<file path="src/rtl/mult_4bit_seq_pkg.sv">
// Shared constants for the sequential 4x4 shift-add multiplier.
// Latency: n/a (declarations only).
// Backpressure: n/a.
package mult_pkg;

    // Two-bit controller encoding; 2'd3 is unused and recovers to IDLE.
    typedef enum logic [1:0] {
        ST_IDLE = 2'd0,
        ST_CALC = 2'd1,
        ST_DONE = 2'd2
    } state_t;

    // One partial product per multiplier bit.
    localparam int ITER_CNT = 4;
    localparam int CNT_W    = 2;

endpackage : mult_pkg

</file>
<file path="src/rtl/mult_4bit_seq_if.sv">
// Request/result bundle between a multiplier client and mult_4bit_seq.
// Latency: n/a (wiring only).
// Backpressure: none; Start is ignored while Busy is high, with no queueing.
interface mult_4bit_seq_if;

    logic       Start;
    logic [3:0] A;
    logic [3:0] B;
    logic [7:0] Product;
    logic       Done;
    logic       Busy;

    // Client side: issues operands, observes the result.
    modport master (
        output Start, A, B,
        input  Product, Done, Busy
    );

    // Multiplier side.
    modport slave (
        input  Start, A, B,
        output Product, Done, Busy
    );

endinterface : mult_4bit_seq_if

</file>
<file path="src/rtl/mult_4bit_seq_fulladder.sv">
// 4-bit adder/subtractor datapath: Sum = A + B (Sub=0) or A - B (Sub=1).
// Latency: purely combinational.
// Backpressure: none.
module fulladder_4bit (
    input  logic [3:0] A,
    input  logic [3:0] B,
    input  logic       Sub,
    output logic [3:0] Sum,
    output logic       Cout
);

    logic [3:0] w_b_eff;
    logic [4:0] w_sum5;

    // Subtraction is two's complement: invert B and inject Sub as carry-in.
    assign w_b_eff = B ^ {4{Sub}};
    assign w_sum5  = {1'b0, A} + {1'b0, w_b_eff} + {4'b0000, Sub};
    assign Sum     = w_sum5[3:0];
    assign Cout    = w_sum5[4];

endmodule : fulladder_4bit

</file>
<file path="src/rtl/mult_4bit_seq.sv">
// Sequential 4x4 unsigned shift-add multiplier sharing one fulladder_4bit.
// Latency: Start edge is cycle 0, Done strobes in cycle 5; Start-to-Start 6 cycles.
// Backpressure: Start is only sampled in IDLE; requests while Busy are dropped.
module mult_4bit_seq
    import mult_pkg::*;
(
    input  logic             Clk,
    input  logic             Reset,
    mult_4bit_seq_if.slave   bus
);

    localparam logic [CNT_W-1:0] LAST_CNT = CNT_W'(ITER_CNT - 1);

    state_t           r_state;
    state_t           w_state_nxt;
    logic [3:0]       r_areg;
    logic [3:0]       w_areg_nxt;
    logic [8:0]       r_acc;        // {carry, hi[3:0], lo[3:0]}
    logic [8:0]       w_acc_nxt;
    logic [CNT_W-1:0] r_cnt;
    logic [CNT_W-1:0] w_cnt_nxt;
    logic [7:0]       r_product;
    logic [7:0]       w_product_nxt;
    logic [3:0]       w_sum;
    logic             w_cout;

    // Single shared adder: accumulator high nibble plus captured multiplicand.
    fulladder_4bit u_add (
        .A    (r_acc[7:4]),
        .B    (r_areg),
        .Sub  (1'b0),
        .Sum  (w_sum),
        .Cout (w_cout)
    );

    // Next-state and datapath update; everything holds unless a state acts on it.
    always_comb begin
        w_state_nxt   = r_state;
        w_areg_nxt    = r_areg;
        w_acc_nxt     = r_acc;
        w_cnt_nxt     = r_cnt;
        w_product_nxt = r_product;
        case (r_state)
            ST_IDLE: begin
                if (bus.Start) begin
                    w_areg_nxt  = bus.A;
                    w_acc_nxt   = {5'b00000, bus.B};
                    w_cnt_nxt   = '0;
                    w_state_nxt = ST_CALC;
                end
            end
            ST_CALC: begin
                // The multiplier bit under test sits in lo[0]; the adder
                // carry lands in bit 7 as the whole accumulator shifts right.
                if (r_acc[0]) begin
                    w_acc_nxt = {1'b0, w_cout, w_sum, r_acc[3:1]};
                end else begin
                    w_acc_nxt = {1'b0, r_acc[7:4], r_acc[3:1]};
                end
                w_cnt_nxt = r_cnt + CNT_W'(1);
                if (r_cnt == LAST_CNT) begin
                    // Load the result now so it is visible during the DONE cycle.
                    w_product_nxt = w_acc_nxt[7:0];
                    w_state_nxt   = ST_DONE;
                end
            end
            ST_DONE: begin
                w_state_nxt = ST_IDLE;
            end
            default: begin
                w_state_nxt = ST_IDLE;
            end
        endcase
    end

    // State and datapath registers; synchronous reset aborts any operation.
    always_ff @(posedge Clk) begin
        if (Reset) begin
            r_state   <= ST_IDLE;
            r_areg    <= '0;
            r_acc     <= '0;
            r_cnt     <= '0;
            r_product <= '0;
        end else begin
            r_state   <= w_state_nxt;
            r_areg    <= w_areg_nxt;
            r_acc     <= w_acc_nxt;
            r_cnt     <= w_cnt_nxt;
            r_product <= w_product_nxt;
        end
    end

    assign bus.Product = r_product;
    assign bus.Done    = (r_state == ST_DONE);
    assign bus.Busy    = (r_state != ST_IDLE);

endmodule : mult_4bit_seq
</file>
<file path="src/flat_wrapper.sv">
// flat-port wrapper written by rule: the top's interface ports become plain ports
module mult_4bit_seq_flat import mult_pkg::*;
  (Clk, Reset, bus_Start, bus_A, bus_B, bus_Product, bus_Done, bus_Busy);
  mult_4bit_seq_if bus_i ();
  input  logic Clk;
  input  logic Reset;
  input wire logic [$bits(bus_i.Start)-1:0] bus_Start;
  input wire logic [$bits(bus_i.A)-1:0] bus_A;
  input wire logic [$bits(bus_i.B)-1:0] bus_B;
  output wire logic [$bits(bus_i.Product)-1:0] bus_Product;
  output wire logic [$bits(bus_i.Done)-1:0] bus_Done;
  output wire logic [$bits(bus_i.Busy)-1:0] bus_Busy;
  assign bus_i.Start = bus_Start;
  assign bus_i.A = bus_A;
  assign bus_i.B = bus_B;
  assign bus_Product = bus_i.Product;
  assign bus_Done = bus_i.Done;
  assign bus_Busy = bus_i.Busy;
  mult_4bit_seq u_core (.Clk(Clk), .Reset(Reset), .bus(bus_i));
endmodule
</file>
<file path="config.mk">
export PLATFORM = sky130hd
export DESIGN_NAME = mult_4bit_seq_flat
export DESIGN_NICKNAME = d
export VERILOG_FILES = /design/src/rtl/mult_4bit_seq_pkg.sv /design/src/rtl/mult_4bit_seq_if.sv /design/src/rtl/mult_4bit_seq_fulladder.sv /design/src/rtl/mult_4bit_seq.sv /design/src/flat_wrapper.sv
export SDC_FILE = /design/constraint.sdc
export NUM_CORES = 1
export LEC_CHECK = 0
export ABC_CLOCK_PERIOD_IN_PS = 3850
export BUFFER_PORTS_ARGS = -buffer_cell sky130_fd_sc_hd__buf_2
export CORE_MARGIN = 2
export CORE_UTILIZATION = 55
export DETAILED_ROUTE_END_ITERATION = 10
export HOLD_SLACK_MARGIN = 0.1
export MAX_ROUTING_LAYER = met4
export PLACE_DENSITY = 0.75
export SYNTH_ARGS = -nofsm -noshare
export SYNTH_HDL_FRONTEND = slang
export SYNTH_SLANG_ARGS = --single-unit
</file>
<file path="constraint.sdc">
create_clock -name Clk -period 3.85 [get_ports Clk]
set_input_delay 0.1925 -clock Clk [delete_from_list [all_inputs] [get_ports Clk]]
set_output_delay 0.1925 -clock Clk [all_outputs]
set_load 0.03 [all_outputs]
</file>
==> reports/qor.txt <==
outcome = complete, no violations
Setup Total Neg Slack = 0 ns
# rows = 16
largest family of logic cells by synthesized area = simple AND/OR/NAND/NOR gates
routed vias = 939
DP Worst Slack = 2.271 ns
CTS H-Tree Depth = 1
Max Clk Rate = 625.5 MHz
final setup fails = 0
P per Cell Area = 396.3 nW/um^2
largest net degree at the start of global routing = 24
Avg Cell Area, Syn = 8.758 um^2
Arr. time, crit path = 1.86 ns
Post-CTS Hold Buffers = 0
CTS tree = yes
total congestion overflow = 0
CTS root buf = clkbuf_4
Tmin final = 1.599 ns
Port Buffer Count = 20
Max VDD drop = 0.0002859 V
relative slew slack = 71.75%
routability cong. = 0.8009
FF+latch count, synth = 24
Setup CP Type = register to register
core box area = 1942 um^2
Critical Path Source Type = register
Initial Util = 58.18%
post-route ant nets = 0
Worst EP required = 4.11 ns
Clock Latency Late Sink = 0.32 ns
highest cell delay on the worst timing path = 0.39 ns
RSZ-0062 raised after global routing = false
max_cap viols = 0
GRT Util Overall = 20.24%
Die Ht = 49.33 um
detailed placement HPWL = 1.596 mm
worst path cell trace = ha_1 > inv_1 > fa_1 > nand2b_1 > a21oi_1 > a22oi_1 > nor2_1
# placed instances = 171
IO Count = 21
multiplexer share of the synthesized area = 4.430%
post_cts resized = 0
Num Clock Sinks = 24
count of yosys warnings during synthesis = 0
commonest non-fill, non-tap cell in the layout = dfxtp_1
Clock Path Buffers = 2
Synth Area in Simple Gates = 24.47%
Die Wd = 49.33 um
global-route wire length before repair = 3.781 mm
DR DRC count = 0
Leak = 0.5227 nW
period utilisation layout = 41.53%
Synth cell types = 32
Synth Area in Adders = 7.309%
most frequent cells in the layout = dfxtp_1 (24), nor2_1 (22), nand2_1 (20), buf_2 (20), a21oi_1 (11)
Syn Nets = 146
worst slew pin tran = 0.4233 ns
worst hold-check path type = primary input to register
Routed wire per std cell = 12.46 um
Post-Synth XOR/XNOR Area = 0.7752%
Syn Std Cell Area = 1130 um^2
Hold Vio Cnt, Final = 0
Clock transition at path regs = 0.13 ns
final wirelength = 2.181 mm
Max Transition Viols Final = 0
complex-gate fraction of the synthesized area = 16.61%
Seq/Total Area, Yosys = 42.52%
initial antenna violation count = 0
vias in the first global route = 880
Cells after Synth = 129
Die ar. = 2433 um^2
via density per instance = 5.366
fillcell total = 177
fin nets = 166
crit path max-delay cell type = fa_1
initial drt markers = 12
Non-Filler Instances = 175
Synth-to-Final Area Change = 13.95%
antenna diode count = 0
CP Max Fanout = 3
Pre-antenna DRT Iters = 4
fraction of layout cells with a size suffix above 1 = 20.95%
final worst setup slack = 2.251 ns
Setup Skew = 0.005094 ns
CTS Buf Count = 3
post-CTS setup buffers = 0
CP Capture Type = register
-- cells in the mapped netlist (all sizes together) --
cell / number / area [um^2]
a211oi: 3 / 22.52
a21oi: 11 / 55.05
a221oi: 1 / 8.760
a22oi: 2 / 15.01
a311oi: 4 / 35.03
a31oi: 1 / 6.260
and2b: 1 / 8.760
buf: 3 / 21.27
clkbuf: 2 / 7.510
dfxtp: 24 / 480.5
fa: 1 / 20.02
ha: 5 / 62.56
inv: 4 / 15.01
mux2i: 5 / 50.05
nand2: 20 / 75.07
nand2b: 4 / 25.02
nand3b: 1 / 7.510
nor2: 23 / 93.84
nor2b: 2 / 20.02
nor3: 1 / 5.000
nor3b: 2 / 26.28
o21ai: 3 / 15.01
o21ba: 1 / 10.01
o21bai: 1 / 7.510
o31ai: 1 / 12.51
or2: 1 / 6.260
or3b: 1 / 8.760
xnor2: 1 / 8.760
-- report_power, final --
part / internal, W / total (W) / switching, W
Clock: 0.000105 / 0.000185 / 0.0000793
Sequential: 0.000258 / 0.000268 / 0.0000102
Combinational: 0.0000251 / 0.0000573 / 0.0000323
-- kinds of logic after synthesis --
kind of cell	after synthesis
AOI/OAI and AO/OA	28
and+or+nand+nor	56
adders and majority gates	6
xor gates and xnor gates	1
muxes	5
DFF	24
buffers and inverters	9
-- metal layers --
metal,vias to the layer above,global-route usage [%],routed length (um)
met5,-,-,0
met4,0,4.286,31
met3,6,3.067,104
met2,28,33.78,962
met1,424,25.98,1083
li1,481,-,-
-- metrics by stage --
step / hold slack [ns] / total power, W / utilization, % / cell area [um^2]
detailed placement: 0.4422 / 0.0003309 / 63.60 / 1235
floorplan: 0.3311 / 0.0003177 / - / 1130
CTS: 0.1056 / 0.0005132 / 66.30 / 1287
global placement: 0.4165 / 0.0003291 / 63.60 / 1235
global route: 0.1059 / 0.0005298 / 66.30 / 1287
finish: 0.1040 / 0.0005102 / 66.30 / 1287
-- flip-flops by register name, indices dropped and copies added, names as in the netlist --
name / cells
u_core.r_acc: 8
u_core.r_state: 2
u_core.r_areg: 4
u_core.r_cnt: 2
u_core.bus.Product: 8
-- layout make-up --
cell class	instances	area, um^2	area share [%]
Tap cell	27	33.78	2.624
Timing Repair Buffer	20	100.1	7.775
Inverter	4	15.01	1.166
Multi-Input combinational cell	96	605.6	47.04
Clock inverter	1	30.03	2.332
Sequential cell	24	480.5	37.32
Clock buffer	3	22.52	1.749
-- path summary, 6_finish.rpt --
path / from / end / slack, ns / cells past startpoint
worst max-delay path: u_core.r_acc[4] / u_core.r_acc[7] / 2.25 / 7
worst min-delay path: bus_A[2] / u_core.r_areg[2] / 0.10 / 3
worst max register to register: u_core.r_acc[4] / u_core.r_acc[7] / 2.25 / 7
worst min register to register: u_core.bus.Product[2] / u_core.bus.Product[2] / 0.46 / 2
-- worst max-delay path: cells and delay by family (launching register included) --
family                     cells  cell delay, ns
AOI/OAI and AO/OA              2            0.29
and+or+nand+nor                2            0.26
buffers and inverters          1            0.05
DFF                            1            0.38
adders and majority gates      2            0.56
No activity file was read; power rests on OpenSTA's default activity.
